$ cat src/rtl/ay_bus_sched.sv
// TurboSound PSG bus scheduler: CPU-decoded BC1/BDIR strobes for two AY chips,
// interleaved with service register writes that restore the CPU-latched address.
module ay_bus_sched #(
  parameter int unsigned PH_LEN  = 4,
  parameter int unsigned GAP_LEN = 2
) (
  input  logic       clk28,
  input  logic       rst_n,
  input  logic       en_i,
  input  logic       ck35_i,
  input  logic       a15_i,
  input  logic       a14_i,
  input  logic       a1_i,
  input  logic [7:0] d_i,
  input  logic       ioreq_i,
  input  logic       wr_i,
  input  logic       svc_req_i,
  input  logic       svc_chip_i,
  input  logic [3:0] svc_reg_i,
  input  logic [7:0] svc_data_i,
  output logic       svc_ack_o,
  output logic       ay_clk_o,
  output logic       ay0_bc1_o,
  output logic       ay0_bdir_o,
  output logic       ay1_bc1_o,
  output logic       ay1_bdir_o,
  output logic [7:0] ay_dout_o,
  output logic       ay_dout_oe_o,
  output logic       chip_sel_o,
  output logic       d_out_active_o,
  output logic       ext_wait_cycle2_o,
  output logic       cpu_wait_o
);

  localparam int unsigned MAXLEN = (PH_LEN > GAP_LEN) ? PH_LEN : GAP_LEN;
  localparam int unsigned CW     = $clog2(MAXLEN + 1);
  localparam logic [CW-1:0] PH_LAST  = CW'(PH_LEN - 1);
  localparam logic [CW-1:0] GAP_LAST = CW'(GAP_LEN - 1);

  typedef enum logic [2:0] {
    S_IDLE, S_LATCH, S_G1, S_WRITE, S_G2, S_RESTORE, S_G3, S_ACK
  } state_t;

  state_t          state_q, state_d;
  logic [CW-1:0]   cnt_q, cnt_d;

  logic            ay_clk_q, ay_clk_d;
  logic            chip_sel_q, chip_sel_d;
  logic [1:0][3:0] shadow_q, shadow_d;
  logic            cpu_bc1_q, cpu_bc1_d;
  logic            cpu_bdir_q, cpu_bdir_d;
  logic            cpu_chip_q, cpu_chip_d;
  logic            svc_chip_q, svc_chip_d;
  logic [3:0]      svc_reg_q, svc_reg_d;
  logic [7:0]      svc_data_q, svc_data_d;

  logic hit, latch, write, read, ts_sel, idle, accept;
  logic svc_bc1, svc_bdir, svc_oe, svc_ack;
  logic [7:0] svc_dout;

  assign hit    = en_i & ioreq_i & a15_i & ~a1_i;
  assign latch  = hit & a14_i & wr_i;
  assign write  = hit & ~a14_i & wr_i;
  assign read   = hit & a14_i & ~wr_i;
  assign ts_sel = latch & (d_i[7:1] == 7'h7F);
  assign idle   = (state_q == S_IDLE);
  // The CPU wins a tie with a pending service request.
  assign accept = idle & svc_req_i & ~hit;

  always_ff @(posedge clk28 or negedge rst_n) begin
    if (!rst_n) begin
      state_q <= S_IDLE;
      cnt_q   <= '0;
    end else begin
      state_q <= state_d;
      cnt_q   <= cnt_d;
    end
  end

  always_comb begin
    state_d = state_q;
    cnt_d   = cnt_q + 1'b1;
    case (state_q)
      S_IDLE: begin
        cnt_d = '0;
        if (accept) state_d = S_LATCH;
      end
      S_LATCH:   if (cnt_q == PH_LAST)  begin state_d = S_G1;      cnt_d = '0; end
      S_G1:      if (cnt_q == GAP_LAST) begin state_d = S_WRITE;   cnt_d = '0; end
      S_WRITE:   if (cnt_q == PH_LAST)  begin state_d = S_G2;      cnt_d = '0; end
      S_G2:      if (cnt_q == GAP_LAST) begin state_d = S_RESTORE; cnt_d = '0; end
      S_RESTORE: if (cnt_q == PH_LAST)  begin state_d = S_G3;      cnt_d = '0; end
      S_G3:      if (cnt_q == GAP_LAST) begin state_d = S_ACK;     cnt_d = '0; end
      default: begin
        state_d = S_IDLE;
        cnt_d   = '0;
      end
    endcase
  end

  // Gap states keep driving the previous phase's byte so the PSG data bus never glitches.
  always_comb begin
    svc_bc1  = 1'b0;
    svc_bdir = 1'b0;
    svc_oe   = 1'b0;
    svc_ack  = 1'b0;
    svc_dout = '0;
    case (state_q)
      S_LATCH:   begin svc_bc1 = 1'b1; svc_bdir = 1'b1; svc_oe = 1'b1; svc_dout = {4'h0, svc_reg_q}; end
      S_G1:      begin svc_oe = 1'b1; svc_dout = {4'h0, svc_reg_q}; end
      S_WRITE:   begin svc_bdir = 1'b1; svc_oe = 1'b1; svc_dout = svc_data_q; end
      S_G2:      begin svc_oe = 1'b1; svc_dout = svc_data_q; end
      S_RESTORE: begin svc_bc1 = 1'b1; svc_bdir = 1'b1; svc_oe = 1'b1; svc_dout = {4'h0, shadow_q[svc_chip_q]}; end
      S_G3:      begin svc_oe = 1'b1; svc_dout = {4'h0, shadow_q[svc_chip_q]}; end
      S_ACK:     svc_ack = 1'b1;
      default:   svc_ack = 1'b0;
    endcase
  end

  // chip_sel and shadow only move while idle, so a stalled CPU access lands after the sequence.
  always_comb begin
    ay_clk_d   = ay_clk_q ^ ck35_i;
    chip_sel_d = chip_sel_q;
    shadow_d   = shadow_q;
    if (idle && latch) begin
      if (ts_sel)                  chip_sel_d = ~d_i[0];
      else if (d_i[7:4] == 4'h0)   shadow_d[chip_sel_q] = d_i[3:0];
    end
    cpu_bc1_d  = idle & ~ts_sel & (latch | read);
    cpu_bdir_d = idle & ~ts_sel & (latch | write);
    cpu_chip_d = chip_sel_q;
    svc_chip_d = accept ? svc_chip_i : svc_chip_q;
    svc_reg_d  = accept ? svc_reg_i  : svc_reg_q;
    svc_data_d = accept ? svc_data_i : svc_data_q;
  end

  always_ff @(posedge clk28 or negedge rst_n) begin
    if (!rst_n) begin
      ay_clk_q   <= 1'b0;
      chip_sel_q <= 1'b0;
      shadow_q   <= '0;
      cpu_bc1_q  <= 1'b0;
      cpu_bdir_q <= 1'b0;
      cpu_chip_q <= 1'b0;
      svc_chip_q <= 1'b0;
      svc_reg_q  <= '0;
      svc_data_q <= '0;
    end else begin
      ay_clk_q   <= ay_clk_d;
      chip_sel_q <= chip_sel_d;
      shadow_q   <= shadow_d;
      cpu_bc1_q  <= cpu_bc1_d;
      cpu_bdir_q <= cpu_bdir_d;
      cpu_chip_q <= cpu_chip_d;
      svc_chip_q <= svc_chip_d;
      svc_reg_q  <= svc_reg_d;
      svc_data_q <= svc_data_d;
    end
  end

  assign ay0_bc1_o         = (svc_bc1  & ~svc_chip_q) | (cpu_bc1_q  & ~cpu_chip_q);
  assign ay0_bdir_o        = (svc_bdir & ~svc_chip_q) | (cpu_bdir_q & ~cpu_chip_q);
  assign ay1_bc1_o         = (svc_bc1  &  svc_chip_q) | (cpu_bc1_q  &  cpu_chip_q);
  assign ay1_bdir_o        = (svc_bdir &  svc_chip_q) | (cpu_bdir_q &  cpu_chip_q);
  assign ay_dout_o         = svc_dout;
  assign ay_dout_oe_o      = svc_oe;
  assign svc_ack_o         = svc_ack;
  assign ay_clk_o          = ay_clk_q;
  assign chip_sel_o        = chip_sel_q;
  assign d_out_active_o    = cpu_bc1_q & ~cpu_bdir_q;
  assign ext_wait_cycle2_o = cpu_bc1_q | cpu_bdir_q;
  assign cpu_wait_o        = hit & ~idle;

endmodule
$ cat config.mk
export PLATFORM = sky130hd
export DESIGN_NAME = ay_bus_sched
export DESIGN_NICKNAME = d
export VERILOG_FILES = /design/src/rtl/ay_bus_sched.sv
export SDC_FILE = /design/constraint.sdc
export NUM_CORES = 1
export LEC_CHECK = 0
export CORE_UTILIZATION = 28
export CTS_CLUSTER_SIZE = 16
export DETAILED_ROUTE_END_ITERATION = 16
export PLACE_DENSITY = 0.5
export SKIP_CTS_REPAIR_TIMING = 1
export SYNTH_ARGS = -nofsm -noshare
export SYNTH_HDL_FRONTEND = slang
export SYNTH_SLANG_ARGS = --single-unit
$ cat constraint.sdc
create_clock -name clk28 -period 1.79 [get_ports clk28]
set_clock_uncertainty 0.05 [all_clocks]
set_input_delay 0.537 -clock clk28 [delete_from_list [all_inputs] [get_ports clk28]]
set_output_delay 0.537 -clock clk28 [all_outputs]
set_load 0.01 [all_outputs]
Word level (Yosys, flattened, before mapping)
Cells that the tools add are included.
{"block": "totals", "regBits": 32, "latchBits": 0, "ramBits": 0, "rom_bits": 0, "input_bits": 31, "out_inout_bits": 19, "mem_count": 0}
{"block": "op_classes", "addsub": 1, "multipliers": 0, "div_mod_pow": 0, "order_cmp": 3, "n_eq_ne": 17, "n_shift": 0, "n_mux": 21, "bitwise_logic": 42, "n_reduce_logical": 14}
{"op": "3-bit 2-to-1 mux", "count": 9}
{"op": "1-bit AND", "count": 24}
{"op": "8-bit case mux with 3 select lines", "count": 1}
{"op": "3-bit case mux with 7 select lines", "count": 1}
{"op": "3-bit == test, second input constant", "count": 4}
{"op": "4-bit 2-to-1 mux", "count": 3}
{"op": "2-bit != test, second input constant", "count": 6}
{"op": "1-bit NOT", "count": 10}
{"op": "3-bit by 2-bit == test with 1-bit output, second input constant", "count": 3}
{"op": "8-bit bitwise mux", "count": 1}
{"op": "2-bit OR reduction", "count": 4}
{"op": "7-bit == test, second input constant", "count": 1}
{"op": "1-bit OR", "count": 7}
{"op": "7-bit AND reduction", "count": 1}
{"op": "3-bit by 1-bit == test with 1-bit output, second input constant", "count": 2}
{"op": "3-bit case mux with 2 select lines", "count": 1}
{"op": "3-bit OR reduction", "count": 2}
{"op": "6-bit OR reduction", "count": 1}
{"op": "4-bit demux with 1-bit select", "count": 1}
{"op": "4-bit zero test", "count": 1}
{"op": "1-bit by 2-bit less-than comparator with 1-bit output, second input constant", "count": 2}
{"op": "1-bit 2-to-1 mux", "count": 4}
{"op": "3-bit by 1-bit adder with 3-bit output, second input constant", "count": 1}
{"op": "3-bit zero test", "count": 1}
{"op": "6 further kinds", "count": 7}

Depth between registers and ports, before layout
{"block": "logic_depth", "word_depth": 9, "mapped_depth": 6}

Worst setup path after synthesis
Ideal clock, no wire load.
{"block": "synth_timing", "kind": "register to output", "from": "reg state_q[1]", "to": "out ay_dout_o[4]", "arrival_time_ns": 1.193, "slack_ns": 0.010, "path_stages_with_launch": 5, "path_buffers": 1, "path_cell_list": "dfrtp_1 buf_2 nand2_1 o22ai_2 and2_1"}
{"block": "synth_between", "elab_chain_len": 3}
{"item": "start: declaration", "line": "44", "text": "state_t state_q, state_d;"}
{"item": "start signal: assignment", "line": "75", "text": "state_q <= state_d;"}
{"item": "3-bit == test (tied with other cells)", "line": "108", "text": "case (state_q)"}
{"item": "2-bit OR reduction (no line)"}
{"item": "8-bit case mux with 3 select lines *", "line": "108"}
{"item": "end: declaration", "line": "27", "text": "output logic [7:0] ay_dout_o,"}
Mark *: on every way between the ends. The rest lies on a longest branch, timed or not.

Final worst setup path
{"block": "layout_timing", "from": "reg svc_chip_q", "to": "out ay_dout_o[1]"}
{"block": "layout_between", "elab_chain_len": 3}
{"item": "start: declaration", "line": "53", "text": "logic svc_chip_q, svc_chip_d;"}
{"item": "start signal: assignment", "line": "155", "text": "svc_chip_q <= svc_chip_d;"}
{"item": "4-bit 2-to-1 mux (not written as such) (2 in a row)", "line": "113, 114"}
{"item": "8-bit case mux with 3 select lines", "line": "108"}
No other way between the ends. The select of a mux whose other input is x is not followed.

==> summary.txt <==
Placed design
  – Placement Setup Slack: -652 ps
  – Placed insts: 291
  – I/O Buffers: 49
  – DP HPWL: 3150 um
  – Routability cong.: 0.715

Timing
  – Tcrit/Tclk final: 1.15
  – Minimum clock period: 2060 ps
  – Hold Fails Final Rpt: 0
  – Worst-Margin Slew: 323 ps
  – FMAX: 484 MHz
  – Slew HR: 0.784
  – Setup-failing EPs final: 34
  – Fin worst setup slack: -275 ps
  – Final Max Tran Viols: 0
  – Final setup TNS: -4160 ps
  – Worst hold slack: 399 ps
  – RSZ-0062 raised after global routing: true

Setup path
  – CP startpoint kind: flip-flop
  – CP Class: reg -> out
  – Setup crit end kind: output port
  – Crit Path Max Fanout: 6
  – Critical Path RT: 1200 ps
  – CP Data Arrival Time: 1480 ps

Status
  – Status: finished, violations left
  – Failing checks: negative setup slack

Flow run
  – Max-Cap Viols: 0

Logic synthesis
  – Synth Area in Adders: 0.0360
  – Main synth FF type: dfrtp_1
  – Top-area cell type share of the netlist area: 0.460
  – Async set or reset register ratio after synthesis: 1.00
  – Post-synthesis register bit count: 32
  – Largest family of logic cells by synthesized area: multiplexers
  – Synth warn: 0
  – Yosys cell types: 43
  – Synthesized cell area: 1740 um^2
  – Seq/Total Area, Yosys: 0.460
  – Post-Synth XOR/XNOR Area: 0.0101
  – Synth area leader: dfrtp_1
  – Mux share of post-synthesis cell area: 0.171
  – Synthesized area per cell: 11.4 um^2
  – Syn nets: 189
  – Synth Area in Compound Gates: 0.108
  – EDFF count, synth: 0
  – Post-synthesis simple-gate area fraction: 0.169
  – Synthesized instance count: 153
  – Most area-consuming cells after synthesis: dfrtp_1 46%, mux2_2 14%, ha_1 3.6%

Global route
  – Total track usage: 0.137
  – First-pass GRT wire length: 6740 um
  – Vias in the first global route: 1477
  – Pin count of the biggest net entering global routing: 33
  – Total grt overflow: 0
  – Initial antenna violation count: 0

CTS
  – CTS tree: done
  – Sinks on Clock Net: 32
  – Worst skew pair latency: 280 ps
  – Num CTS Buffers: 5
  – CTS clk-pin slew, worst paths: 70 ps
  – Clock root buffer: clkbuf_8
  – H-tree depth: 2
  – Clock buffer depth: 2

Pwr
  – Switching Power: 1.49 mW
  – Worst vdd ir: 0.855 mV
  – Seq pwr share: 0.266
  – Leakage: 1.38 nW
  – Clock Power Share: 0.168
  – Comb power frac: 0.566
  – Pwr/cell area: 1450 nW/um^2
  – Switching Fraction: 0.355
  – Int Pwr: 2.71 mW
  – Tot Pwr: 4.20 mW

Routing
  – Pre-antenna DRT Iters: 4
  – DR iter-0 viols: 64
  – Number of remaining DRC errors: 0
  – Antenna Nets Post-Route: 0
  – Wire per inst: 14.6 um
  – DR vias/cell: 4.78
  – Routed WL: 4590 um
  – DR vias: 1506

Die
  – Die area: 6530 um^2
  – Die X: 80.8 um
  – IO Pins: 50
  – Starting Density: 0.292
  – FP Rows: 28
  – Die Span Y: 80.8 um
  – Core ar.: 5960 um^2

Worst hold path
  – Hold WC Path Type: reg -> reg

Final layout
  – Fillers: 542
  – Growth of design area from synthesis to finish: 66.3%
  – Layout cells sized above 1: 0.458
  – # diodes: 0
  – Final nets: 275
  – Layout Cells excl Fill: 315
metal layers:
layer,GRT usage,vias to the layer above,share of wire
met3,0.0360,6,0.039
met5,0,-,0
met1,0.167,751,0.44
met4,0.0482,0,0.012
met2,0.234,28,0.51
li1,-,721,-
area by class of cell:
cell class / instances / area [um^2] / share of cell area
multi-input combinational: 105 / 982 / 0.340
timing repair buffer: 86 / 856 / 0.296
clock buffer: 5 / 68.8 / 0.0238
tap: 75 / 93.8 / 0.0325
clock inverter: 3 / 46.3 / 0.0160
sequential: 32 / 806 / 0.279
inverter: 9 / 38.8 / 0.0134
flip-flops by register name (all words and copies together), names as in the netlist:
name        count
svc_chip_q      1
cpu_chip_q      1
state_q         3
ay_clk_o        1
chip_sel_o      1
cnt_q           3
svc_reg_q       4
svc_data_q      8
cpu_bc1_q       1
shadow_q        8
cpu_bdir_q      1
path summary, 6_finish.rpt:
kind	endpoint	from	cells past startpoint	slack, ps
min reg2reg	cpu_chip_q	chip_sel_o	0	400
max reg2reg	shadow_q[7]	state_q[0]	6	-120
min	cpu_chip_q	chip_sel_o	0	400
max in group asynchronous	chip_sel_o	rst_n	2	940
max	ay_dout_o[1]	svc_chip_q	5	-270
min in group asynchronous	shadow_q[3]	rst_n	2	560
cells by family after synthesis:
group,Yosys count
simple gates,46
compound gates,25
xor+xnor,2
flops,32
mux,27
buf+inv,16
fa+ha+maj,5
power groups by stage:
stage | sequential, mW | combinational, mW | clock [mW]
2_1_floorplan | 1.07 | 1.07 | 0
3_3_place_gp | 1.11 | 1.87 | 0
3_5_place_dp | 1.12 | 1.90 | 0
4_1_cts | 1.11 | 1.93 | 0.734
5_1_grt | 1.15 | 2.58 | 0.767
6_report | 1.12 | 2.38 | 0.705
synth_stat cells (all sizes together), types with 2 or more instances:
library cell	n
clkbuf	2
and2	5
nand2	10
mux2i	6
nor2	11
o31ai	2
ha	5
inv	9
mux2	21
a21o	4
nor4	2
nor3	3
o21ai	5
dfrtp	32
nor2b	2
a32o	2
buf	5
o22ai	2
a211oi	4
nand4	4
nand3	2
through the flow:
step           area [um^2]  utilization
2_1_floorplan         1740            -
3_3_place_gp          2460        0.413
3_5_place_dp          2460        0.413
4_1_cts               2570        0.432
5_1_grt               2890        0.486
6_report              2890        0.486
critical path: stages, from the launching register on:
cell,delay [ps]
dfrtp_2,450
buf_4,150
mux2i_2,150
a211oi_2,200
a21o_1,120
clkbuf_2,130
cells in the final DEF (no fill, tap or decap), types with 3 or more instances in the layout:
cell type | synthesis | layout
a211oi_2 | 0 | 3
ha_1 | 5 | 5
buf_2 | 1 | 9
mux2i_1 | 6 | 4
inv_1 | 9 | 7
buf_4 | 1 | 20
clkbuf_8 | 0 | 5
nand2_1 | 10 | 8
buf_12 | 0 | 3
mux2_2 | 21 | 19
nor2_1 | 11 | 9
nand4_1 | 4 | 4
buf_6 | 2 | 16
dlymetal6s2s_1 | 0 | 8
clkdlybuf4s50_1 | 0 | 26
o21ai_0 | 5 | 5
a21o_1 | 4 | 4
and2_4 | 0 | 4
dfrtp_1 | 32 | 28
dfrtp_2 | 0 | 4
Power figures use the tool's default switching activity.
